<file path="config.mk">
export PLATFORM = sky130hd
export DESIGN_NAME = dc_fifo_wr_packer
export DESIGN_NICKNAME = d
export VERILOG_FILES = /design/src/rtl/fifo_pkg.sv /design/src/rtl/packer_idle_timer.sv /design/src/rtl/dc_fifo_wr_packer.sv
export SDC_FILE = /design/constraint.sdc
export NUM_CORES = 1
export LEC_CHECK = 0
export BUFFER_PORTS_ARGS = -buffer_cell sky130_fd_sc_hd__buf_2
export CAP_MARGIN = 20
export CORE_ASPECT_RATIO = 0.8
export CORE_UTILIZATION = 40
export DETAILED_ROUTE_END_ITERATION = 7
export PLACE_DENSITY = 0.61
export SYNTH_ARGS = -nofsm -noshare
export SYNTH_HDL_FRONTEND = slang
export SYNTH_HIERARCHICAL = 1
export SYNTH_SLANG_ARGS = --single-unit
</file>
<file path="constraint.sdc">
create_clock -name wr_clk_i -period 2.7 [get_ports wr_clk_i]
set_clock_uncertainty 0.2 [all_clocks]
set_input_delay 0.405 -clock wr_clk_i [delete_from_list [all_inputs] [get_ports wr_clk_i]]
set_output_delay 0.405 -clock wr_clk_i [all_outputs]
set_load 0.01 [all_outputs]
</file>
<file path="src/rtl/fifo_pkg.sv">
`default_nettype none
// ============================================================================
// Module      : fifo_pkg
// Description : Shared field layout and packing helper for dc_fifo words.
// Revision    : 1.0 - initial release
// ============================================================================
package fifo_pkg;

    localparam int PACK_MAX_W     = 1024;
    localparam int DEF_IN_WIDTH   = 8;
    localparam int DEF_RATIO      = 4;

    function automatic int cnt_lsb(input int ratio, input int in_width);
        return ratio * in_width;
    endfunction

    function automatic int last_bit(input int ratio, input int in_width);
        return ratio * in_width + $clog2(ratio);
    endfunction

    localparam int CNT_LSB  = cnt_lsb(DEF_RATIO, DEF_IN_WIDTH);
    localparam int LAST_BIT = last_bit(DEF_RATIO, DEF_IN_WIDTH);

    // Result is over-wide; callers truncate to their FIFO_WIDTH. Data must be
    // zero above the lane area so it does not collide with the count field.
    function automatic logic [PACK_MAX_W-1:0] pack_fields(
        input logic                  last,
        input logic [31:0]           lanes_m1,
        input logic [PACK_MAX_W-1:0] data,
        input int                    ratio,
        input int                    in_width
    );
        logic [PACK_MAX_W-1:0] w_word;
        w_word = data | (PACK_MAX_W'(lanes_m1) << cnt_lsb(ratio, in_width));
        w_word[last_bit(ratio, in_width)] = last;
        return w_word;
    endfunction

endpackage
`default_nettype wire

</file>
<file path="src/rtl/packer_idle_timer.sv">
`default_nettype none
// ============================================================================
// Module      : packer_idle_timer
// Description : Saturating idle counter; flags timeout while saturated.
// Revision    : 1.0 - initial release
// ============================================================================
module packer_idle_timer #(
    parameter int TIMEOUT = 16
) (
    input  logic clk_i,
    input  logic rst_i,
    input  logic clear_i,
    output logic timeout_o
);

    localparam int             TW      = (TIMEOUT > 0) ? $clog2(TIMEOUT + 1) : 1;
    localparam logic [TW-1:0]  C_LIMIT = TW'(TIMEOUT);

    logic [TW-1:0] r_cnt;

    always_ff @(posedge clk_i or posedge rst_i) begin
        if (rst_i) begin
            r_cnt <= '0;
        end else if (clear_i) begin
            r_cnt <= '0;
        end else if (r_cnt != C_LIMIT) begin
            r_cnt <= r_cnt + 1'b1;
        end
    end

    assign timeout_o = (TIMEOUT != 0) && (r_cnt == C_LIMIT);

endmodule
`default_nettype wire

</file>
<file path="src/rtl/dc_fifo_wr_packer.sv">
`default_nettype none
// ============================================================================
// Module      : dc_fifo_wr_packer
// Description : Packs RATIO narrow beats into one dc_fifo word with lane count.
// Revision    : 1.0 - initial release
// ============================================================================
module dc_fifo_wr_packer
    import fifo_pkg::*;
#(
    parameter int IN_WIDTH      = 8,
    parameter int RATIO         = 4,
    parameter int FLUSH_TIMEOUT = 16,
    parameter int CNT_WIDTH     = $clog2(RATIO),
    parameter int FIFO_WIDTH    = RATIO * IN_WIDTH + CNT_WIDTH + 1
) (
    input  logic                  rst_i,
    input  logic                  wr_clk_i,
    input  logic [IN_WIDTH-1:0]   s_data_i,
    input  logic                  s_valid_i,
    input  logic                  s_last_i,
    output logic                  s_ready_o,
    input  logic                  flush_i,
    output logic [FIFO_WIDTH-1:0] wr_data_o,
    output logic                  wr_o,
    input  logic                  wr_full_i,
    output logic                  busy_o
);

    localparam int                   DATA_W    = RATIO * IN_WIDTH;
    localparam logic [CNT_WIDTH-1:0] C_LAST_LN = CNT_WIDTH'(RATIO - 1);

    logic [CNT_WIDTH-1:0]  r_lane_cnt;
    logic [DATA_W-1:0]     r_acc;
    logic                  r_out_valid;
    logic [FIFO_WIDTH-1:0] r_out_word;
    logic                  r_flush_pend;

    logic                  w_ready, w_accept, w_wr, w_lane_zero, w_timeout;
    logic                  w_flush_cmd, w_close_beat, w_close_flush, w_close, w_last;
    logic [CNT_WIDTH-1:0]  w_lanes_m1;
    logic [DATA_W-1:0]     w_acc_next;
    logic [FIFO_WIDTH-1:0] w_word_next;

    assign w_ready     = !(r_out_valid && wr_full_i);
    assign w_accept    = s_valid_i && w_ready;
    assign w_wr        = r_out_valid && !wr_full_i;
    assign w_lane_zero = (r_lane_cnt == '0);
    assign w_flush_cmd = flush_i || r_flush_pend;

    // A beat alongside a flush is packed first; a timeout never closes a word
    // on a cycle that accepted a beat, since that beat restarts the idle timer.
    assign w_close_beat  = w_accept && ((r_lane_cnt == C_LAST_LN) || s_last_i || w_flush_cmd);
    assign w_close_flush = !w_accept && !w_lane_zero && w_ready && (w_flush_cmd || w_timeout);
    assign w_close       = w_close_beat || w_close_flush;
    assign w_last        = w_close_beat && s_last_i;
    assign w_lanes_m1    = w_close_beat ? r_lane_cnt : r_lane_cnt - 1'b1;

    always_comb begin
        w_acc_next = r_acc;
        if (w_accept) begin
            w_acc_next[r_lane_cnt * IN_WIDTH +: IN_WIDTH] = s_data_i;
        end
    end

    assign w_word_next = FIFO_WIDTH'(pack_fields(w_last, 32'(w_lanes_m1),
                                                 PACK_MAX_W'(w_acc_next), RATIO, IN_WIDTH));

    always_ff @(posedge wr_clk_i or posedge rst_i) begin
        if (rst_i) begin
            r_lane_cnt   <= '0;
            r_acc        <= '0;
            r_out_valid  <= 1'b0;
            r_out_word   <= '0;
            r_flush_pend <= 1'b0;
        end else begin
            if (w_close) begin
                r_out_valid <= 1'b1;
                r_out_word  <= w_word_next;
                r_acc       <= '0;
                r_lane_cnt  <= '0;
            end else begin
                if (w_wr) begin
                    r_out_valid <= 1'b0;
                end
                if (w_accept) begin
                    r_acc      <= w_acc_next;
                    r_lane_cnt <= r_lane_cnt + 1'b1;
                end
            end
            // Flush requests blocked by back-pressure wait for the slot to free.
            r_flush_pend <= w_flush_cmd && !w_lane_zero && !w_ready;
        end
    end

    packer_idle_timer #(
        .TIMEOUT (FLUSH_TIMEOUT)
    ) u_idle_timer (
        .clk_i     (wr_clk_i),
        .rst_i     (rst_i),
        .clear_i   (w_accept || w_lane_zero),
        .timeout_o (w_timeout)
    );

    assign s_ready_o = w_ready;
    assign wr_o      = w_wr;
    assign wr_data_o = r_out_word;
    assign busy_o    = r_out_valid || !w_lane_zero;

endmodule
`default_nettype wire

</file>
==> results of run 1 <==
## flip-flops by register name, summed over array words and instances (netlist names)
register and cells:
r_acc 32, r_flush_pend 1, r_lane_cnt 2, wr_data_o 35, r_out_valid 1, u_idle_timer/r_cnt 5
## routing by layer
metal  vias up  share of wire
met3         2          0.065
li1       1280              -
met2        83           0.44
met1      1381           0.49
met5         -              0
met4         0         0.0028
## per-stage QoR
step,setup WS (ns),instances
2_1_floorplan,0.298,317
3_3_place_gp,0.318,469
3_5_place_dp,0.226,469
4_1_cts,0.199,486
5_1_grt,0.0346,486
6_report,0.207,486
## what timing repair did
action                                 CTS  global route
gates resized for setup                  0             0
setup endpoints to repair                0             0
hold buffers                             1             0
endpoints found under the hold margin   76             0
## cell families after synthesis
family          Yosys count  share of synthesized area
buf+inv                  35                     0.0460
fa+ha+maj                 8                     0.0285
simple gates             51                     0.0963
compound gates          140                      0.266
flops                    76                      0.542
xor+xnor                  2                    0.00499
mux                       5                     0.0168
## Yosys cell counts (2+ instances only)
library cell | n | area [um2]
a22o_1 | 33 | 289
inv_1 | 9 | 33.8
clkbuf_1 | 9 | 33.8
o21ai_0 | 2 | 10.0
nor4_4 | 2 | 42.5
nand3_1 | 3 | 15.0
nor3_1 | 3 | 15.0
nor4_1 | 2 | 12.5
o21ai_2 | 4 | 35.0
buf_1 | 6 | 22.5
mux2_2 | 3 | 33.8
buf_2 | 6 | 30.0
ha_1 | 8 | 100
and3_1 | 2 | 12.5
and2_1 | 2 | 12.5
buf_4 | 4 | 30.0
a22oi_1 | 32 | 240
nor2_1 | 6 | 22.5
nand2b_1 | 4 | 25.0
a21oi_1 | 66 | 330
nor2b_1 | 4 | 25.0
xnor2_1 | 2 | 17.5
dfrtp_1 | 76 | 1900
nand2_1 | 12 | 45.0
## where the power goes
group	internal (uW)	total (uW)	switching [uW]
combinational	533	1330	795
sequential	1430	1600	169
clock	521	946	425
## worst paths after layout
kind                                                   start                                end  slack, ns  cells after the start
hold reg to reg                    wr_data_o[34]$_DFFE_PP0P_          wr_data_o[34]$_DFFE_PP0P_       0.30                      1
min in group asynchronous                              rst_i  u_idle_timer/r_cnt[3]$_DFFE_PP0P_       0.30                      3
max in group asynchronous                              rst_i          wr_data_o[28]$_DFFE_PP0P_       1.53                      4
setup reg to reg           u_idle_timer/r_cnt[0]$_DFFE_PP0P_              r_acc[29]$_DFFE_PP0P_       0.21                      8
hold / removal                                      s_last_i          wr_data_o[34]$_DFFE_PP0P_       0.13                      2
setup / recovery           u_idle_timer/r_cnt[0]$_DFFE_PP0P_              r_acc[29]$_DFFE_PP0P_       0.21                      8
## final cells by class
type / count / area [um2]
multi-input cells: 206 / 1450
well taps: 112 / 140
clock inverters: 6 / 88.8
clock buffers: 10 / 128
fillers: 815 / 4350
inverters: 9 / 33.8
repair buffers: 67 / 390
flip-flops and latches: 76 / 1900
==> metrics.yaml, run 1 <==
syn_nets: 339
fin_hold_ws_ns: 0.135
crit_family: "compound AO/OA/AOI/OAI gates"
rsz0062_at_grt: "no"
dr_total_vias: 2746
synth-edff-count: 0
cts_made_buffers: 9
cts_tree: "yes"
worstPathMaxFanout: 13
path_class: "reg2reg"
grt.busiest_layer: "met1"
wl_per_cell_um: 17.4
outcome: "finished clean"
cpPeakStageDelay_ns: 0.47
ys_types: 41
drc: 0
portBuffers: 51
grt.met3_usage: 0.0600
gp_congestion: 0.784
antenna_found_initial: 0
cpMaxStageDelayCell: "a222oi_1"
drtPass1Iterations: 5
required_ns: 2.74
path_clk_slew_ns: 0.08
p_leak_uw: 0.00187
path_buf_inv: 2
worstMarginPinSlew_ns: 0.645
critPathCaptureType: "flop"
slew_viol_final: 0
total_power_uw: 3880
ios: 52
fp.dieH_um: 85.8
vias_per_cell: 5.65
netlist_instances: 317
tns_ns: 0
worstPathCellList: "inv_1 -> ha_1 -> and4bb_4 -> nor2_1 -> a222oi_1 -> buf_4 -> o21ai_2 -> a22o_1"
max-vdd-ir-drop_uv: 397
use_met1: 0.290
ys_seq_elements: 76
dpl.hpwl_um: 5660
met2_usage: 0.289
yosysSeqAreaShare: 0.542
nets: 391
areaGrowthSynthToFinish_pct: 17.6
grt_pass1_wl_um: 13700
cts_setup_buffers: 0
synth-main-ff-cell: "dfrtp_1"
drive_gt1_frac: 0.262
cts_buffer_depth: 2
num_rows: 30
die-area_um2: 9150
dieWidth_um: 107
diodes: 0
postRouteAntennaNets: 0
utilization: 0.487
clock-sinks: 76
syn_area_um2: 3510
cp.arrival_ns: 2.53
core-area_um2: 8480
hp-class: "in2reg"
worst_slew_margin_rel: 0.566
grt_overflow: 0
routed_wl_um: 8440
layout_commonest_cell: "dfrtp_1"
finalSetupViolCount: 0
htree_num_levels: 3
drv_cap: 0
min_period_over_period: 0.923
async_flop_share: 1.00
initial_utilization: 0.414
syn_area_per_cell_um2: 11.1
place_area_um2: 3900
grt_max_degree: 72
most-common-layout-cells: "dfrtp_1, a21oi_1, buf_2"
ys_warn_count: 6
power.density_nw_per_um2: 939
cts_root_buffer: "clkbuf_8"
drtIter0Drc: 182
fmax_mhz: 401
hold_violations: 0
final.min_clock_period_ns: 2.49
startpoint_type: "flop"
grt_usage: 0.197
design_area_um2: 4130
grt_pass1_vias: 2607
insertion_delay_ns: 0.35
No activity file was read; power rests on OpenSTA's default activity.
==> run 2: changes to the inputs <==
==> constraint.sdc (replaced) <==
create_clock -name wr_clk_i -period 2.7 [get_ports wr_clk_i]
set_clock_uncertainty 0.2 [all_clocks]
set_input_delay 0.54 -clock wr_clk_i [delete_from_list [all_inputs] [get_ports wr_clk_i]]
set_output_delay 0.54 -clock wr_clk_i [all_outputs]
set_load 0.01 [all_outputs]
==> metrics.yaml, run 2 (synthesis gave the netlist of run 1 again) <==
insertion_delay_ns: 0.35
worst_slew_margin_rel: 0.581
initial_utilization: 0.414
max-vdd-ir-drop_uv: 471
dr_wl_met3_um: 390
antenna_found_initial: 0
layout_commonest_cell: "dfrtp_1"
p_leak_uw: 0.00188
cp-endpoint: "r_acc[13]$_DFFE_PP0P_"
startpoint_type: "flop"
clockPowerShare: 0.264
diodes: 0
final.min_clock_period_ns: 2.51
largest_register_ffs: 35
grt_max_degree: 72
total_power_uw: 3970
grt_usage: 0.196
grt_pass1_wl_um: 13700
drc: 0
path_clk_slew_ns: 0.08
routed_wl_um: 8380
hp-class: "in2reg"
finalNonFillerCells: 484
slew_viol_final: 0
htree_num_levels: 3
dpl.hpwl_um: 5410
critPathCaptureType: "flop"
cp.arrival_ns: 2.54
power.density_nw_per_um2: 960
rrSetupSlack_ns: 0.19
dp.cells: 467
worstMarginPinSlew_ns: 0.622
cts_buffer_depth: 2
p_seq_frac: 0.404
drv_cap: 0
areaGrowthSynthToFinish_pct: 17.9
drive_gt1_frac: 0.258
wl_met2_um: 3750
p_switching_uw: 1400
die-area_um2: 9150
clock-sinks: 76
core-area_um2: 8480
combPwrFrac: 0.332
met1_length_um: 4190
outcome: "finished clean"
num_rows: 30
reg2reg_from: "u_idle_timer/r_cnt[0]$_DFFE_PP0P_"
fp.dieH_um: 85.8
drtIter0Drc: 183
cts_resized: 0
path_class: "reg2reg"
grt_overflow: 0
hold_violations: 0
fmax_mhz: 399
rsz0062_at_grt: "no"
ios: 52
vias_per_cell: 5.59
intPower_uw: 2580
utilization: 0.488
cts_tree: "yes"
drtPass1Iterations: 5
portBuffers: 51
nets: 389
postRouteAntennaNets: 0
wl_per_cell_um: 17.3
highest_layer: "met4"
min_period_over_period: 0.928
tns_ns: 0
worstPathMaxFanout: 25
grt_pass1_vias: 2587
cts_root_buffer: "clkbuf_8"
dieWidth_um: 107
rr_worst_depth: 8
required_ns: 2.74
finalSetupViolCount: 0
most-common-layout-cells: "dfrtp_1, a21oi_1, buf_2"
cp-startpoint: "u_idle_timer/r_cnt[0]$_DFFE_PP0P_"
cts_made_buffers: 9
r2r-end: "r_acc[13]$_DFFE_PP0P_"
dr_total_vias: 2706
p_sw_frac: 0.351
gp_congestion: 0.779
## run 2: cell count changes in the layout (fill, tap and decap cells not counted), sizes merged
cell      previous run  this run
clkinvlp             2         0
bufinv               2         3
clkinv               2         3
buf                 66        64
## run 2: final cells by class
cell class	instances	area, um2
Sequential cell	76	1900
Clock buffer	10	128
Tap cell	112	140
Timing Repair Buffer	65	375
Inverter	9	33.8
Clock inverter	6	113
Multi-Input combinational cell	206	1450
Fill cell	820	4350
## run 2: per-stage QoR
step                      cell area, um2  setup WS [ns]  hold slack, ns
after global placement              3890          0.293           0.263
after global routing                4140         0.0405           0.274
after CTS                           4140          0.190           0.253
after floorplan                     3510          0.163           0.119
final                               4140          0.193           0.279
after detailed placement            3890          0.204           0.262
## run 2: worst min path at each step
stage | start | end | slack (ns) | depth (start not counted)
2_1_floorplan | rst_i | u_idle_timer/r_cnt[0]$_DFFE_PP0P_ | 0.12 | 1
3_3_place_gp | rst_i | u_idle_timer/r_cnt[4]$_DFFE_PP0P_ | 0.26 | 2
3_5_place_dp | rst_i | u_idle_timer/r_cnt[4]$_DFFE_PP0P_ | 0.26 | 2
4_1_cts | s_last_i | wr_data_o[34]$_DFFE_PP0P_ | 0.25 | 2
5_1_grt | s_last_i | wr_data_o[34]$_DFFE_PP0P_ | 0.27 | 2
6_report | s_last_i | wr_data_o[34]$_DFFE_PP0P_ | 0.28 | 2
## run 2: metal layers
layer	up-vias	GRT usage
li1	1278	-
met1	1354	0.284
met4	0	0.0598
met5	-	0
met3	7	0.0456
met2	67	0.291
## run 2: power by group through the flow
stage	Combinational (uW)	Clock [uW]	Sequential (uW)
floorplan	712	0	1750
global placement	1310	0	1620
detailed placement	1330	0	1630
CTS	1340	1080	1610
global route	1470	1110	1650
finish	1320	1050	1610
## run 2: critical path, cell delays in order (launching register included)
cell      delay [ns]
dfrtp_1         0.43
inv_1           0.08
ha_1            0.13
and4bb_4        0.27
nor2_1          0.05
a222oi_1        0.37
buf_4           0.39
o21ai_2         0.19
a22o_1          0.27
## run 2: what timing repair did
action | in CTS | in global routing
setup buffers | 0 | 0
hold buffers | 1 | 0
endpoints found under the hold margin | 5 | 0
setup endpoints to repair | 0 | 0
==> run 3: changes to the inputs <==
--- a/config.mk
+++ b/config.mk
@@ -7,10 +7,12 @@
 export LEC_CHECK = 0
 export BUFFER_PORTS_ARGS = -buffer_cell sky130_fd_sc_hd__buf_2
 export CAP_MARGIN = 20
+export CELL_PAD_IN_SITES_DETAIL_PLACEMENT = 1
+export CELL_PAD_IN_SITES_GLOBAL_PLACEMENT = 2
 export CORE_ASPECT_RATIO = 0.8
-export CORE_UTILIZATION = 40
+export CORE_UTILIZATION = 37
 export DETAILED_ROUTE_END_ITERATION = 7
-export PLACE_DENSITY = 0.61
+export PLACE_DENSITY = 0.81
 export SYNTH_ARGS = -nofsm -noshare
 export SYNTH_HDL_FRONTEND = slang
 export SYNTH_HIERARCHICAL = 1
==> constraint.sdc (replaced) <==
create_clock -name wr_clk_i -period 2.8 [get_ports wr_clk_i]
set_clock_uncertainty 0.2 [all_clocks]
set_input_delay 0.56 -clock wr_clk_i [delete_from_list [all_inputs] [get_ports wr_clk_i]]
set_output_delay 0.56 -clock wr_clk_i [all_outputs]
set_load 0.01 [all_outputs]
==> metrics.yaml, run 3 (synthesis gave the netlist of run 1 again) <==
cts-hold-fix-buffers: 1
most-common-layout-cells: "dfrtp_1, a21oi_1, buf_2"
fp.dieH_um: 89.1
p_leak_uw: 0.00189
grt_usage: 0.212
fmax_mhz: 387
grt_pass1_wl_um: 16100
intPower_uw: 2630
wl_per_cell_um: 20.2
cts_buffer_depth: 2
cp-startpoint: "u_idle_timer/r_cnt[1]$_DFFE_PP0P_"
clockPowerShare: 0.292
use_met1: 0.286
worstMarginPinSlew_ns: 0.619
areaGrowthSynthToFinish_pct: 19.6
min_period_over_period: 0.923
vias_per_cell: 5.72
r2r-end: "r_acc[29]$_DFFE_PP0P_"
utilization: 0.461
tns_ns: 0
cp-endpoint: "r_acc[29]$_DFFE_PP0P_"
grt.busiest_layer: "met2"
cpMaxStageDelayCell: "buf_4"
insertion_delay_ns: 0.33
power.density_nw_per_um2: 964
drtIter0Drc: 143
worstPathMaxFanout: 38
cts_setup_buffers: 0
ios: 52
final.min_clock_period_ns: 2.59
slew_viol_final: 0
required_ns: 2.81
drv_cap: 0
dr_total_vias: 2780
hold_violations: 0
critPathCaptureType: "flop"
startpoint_type: "flop"
drc: 0
gp_congestion: 0.764
drive_gt1_frac: 0.253
reg2reg_from: "u_idle_timer/r_cnt[1]$_DFFE_PP0P_"
p_seq_frac: 0.384
grt_pass1_vias: 2909
nets: 388
hp-class: "reg2reg"
path_clk_slew_ns: 0.06
clock-sinks: 76
largest_register_ffs: 35
grt_max_degree: 72
postRouteAntennaNets: 0
dpl.hpwl_um: 6350
fin_hold_ws_ns: 0.298
portBuffers: 51
worstPathCellList: "inv_1 -> ha_1 -> and4bb_4 -> nor2_1 -> a222oi_1 -> buf_4 -> o21ai_2 -> a22o_1"
p_sw_frac: 0.351
cp.arrival_ns: 2.59
cts_tree: "yes"
routed_wl_um: 9810
cpPeakStageDelay_ns: 0.48
rrSetupSlack_ns: 0.21
dieWidth_um: 111
outcome: "finished clean"
finalSetupViolCount: 0
antenna_found_initial: 0
met2_usage: 0.343
rr_worst_depth: 8
cts_resized: 0
layout_commonest_cell: "dfrtp_1"
core-area_um2: 9110
cts_made_buffers: 9
grt_overflow: 0
num_rows: 31
htree_num_levels: 3
p_switching_uw: 1420
path_class: "reg2reg"
grt.met3_usage: 0.0542
combPwrFrac: 0.324
fillers: 997
cts_root_buffer: "clkbuf_16"
worst_slew_margin_rel: 0.583
rsz0062_at_grt: "no"
drtPass1Iterations: 4
diodes: 0
die-area_um2: 9880
initial_utilization: 0.385
max-vdd-ir-drop_uv: 546
run 3: area by class of cell:
class                      count  area [um2]  share of cell area
multi-input combinational    206        1450               0.344
clock buffer                  13         260              0.0620
clock inverter                 3        45.0              0.0107
sequential                    76        1900               0.453
timing repair buffer          64         368              0.0876
tap                          115         144              0.0343
inverter                       9        33.8             0.00805
run 3: power groups by stage:
| stage | registers (uW) | logic [uW] | clock network, uW |
|---|---|---|---|
| floorplan | 1680 | 686 | 0 |
| global placement | 1570 | 1280 | 0 |
| detailed placement | 1570 | 1320 | 0 |
| CTS | 1560 | 1330 | 1220 |
| global route | 1590 | 1450 | 1250 |
| finish | 1560 | 1310 | 1180 |
run 3: critical path: cells and delay by family, from the launching register on:
| family | cells | cell delay [ns] |
|---|---|---|
| compound gates | 3 | 0.81 |
| buf+inv | 2 | 0.56 |
| flops | 1 | 0.43 |
| simple gates | 2 | 0.32 |
| fa+ha+maj | 1 | 0.13 |
run 3: how the worst min path moves through the flow:
stage | from | endpoint | slack (ns) | cells past startpoint
2_1_floorplan | rst_i | u_idle_timer/r_cnt[0]$_DFFE_PP0P_ | 0.14 | 1
3_3_place_gp | rst_i | u_idle_timer/r_cnt[4]$_DFFE_PP0P_ | 0.28 | 2
3_5_place_dp | r_acc[18]$_DFFE_PP0P_ | r_acc[18]$_DFFE_PP0P_ | 0.28 | 1
4_1_cts | wr_data_o[34]$_DFFE_PP0P_ | wr_data_o[34]$_DFFE_PP0P_ | 0.30 | 1
5_1_grt | wr_data_o[34]$_DFFE_PP0P_ | wr_data_o[34]$_DFFE_PP0P_ | 0.31 | 1
6_report | wr_data_o[34]$_DFFE_PP0P_ | wr_data_o[34]$_DFFE_PP0P_ | 0.30 | 1
run 3: per-stage QoR:
step / setup WS (ns) / power (uW) / area (um2) / std cells
5_1_grt: 0.0511 / 4290 / 4200 / 486
3_3_place_gp: 0.337 / 2840 / 3880 / 469
4_1_cts: 0.200 / 4100 / 4200 / 486
3_5_place_dp: 0.230 / 2890 / 3880 / 469
2_1_floorplan: 0.243 / 2370 / 3510 / 317
6_report: 0.214 / 4050 / 4200 / 486
run 3: metal layers:
metal / up-vias / part of all wire
met4: 0 / 0.011
met3: 12 / 0.038
met2: 69 / 0.46
met5: - / 0
li1: 1280 / -
met1: 1419 / 0.49
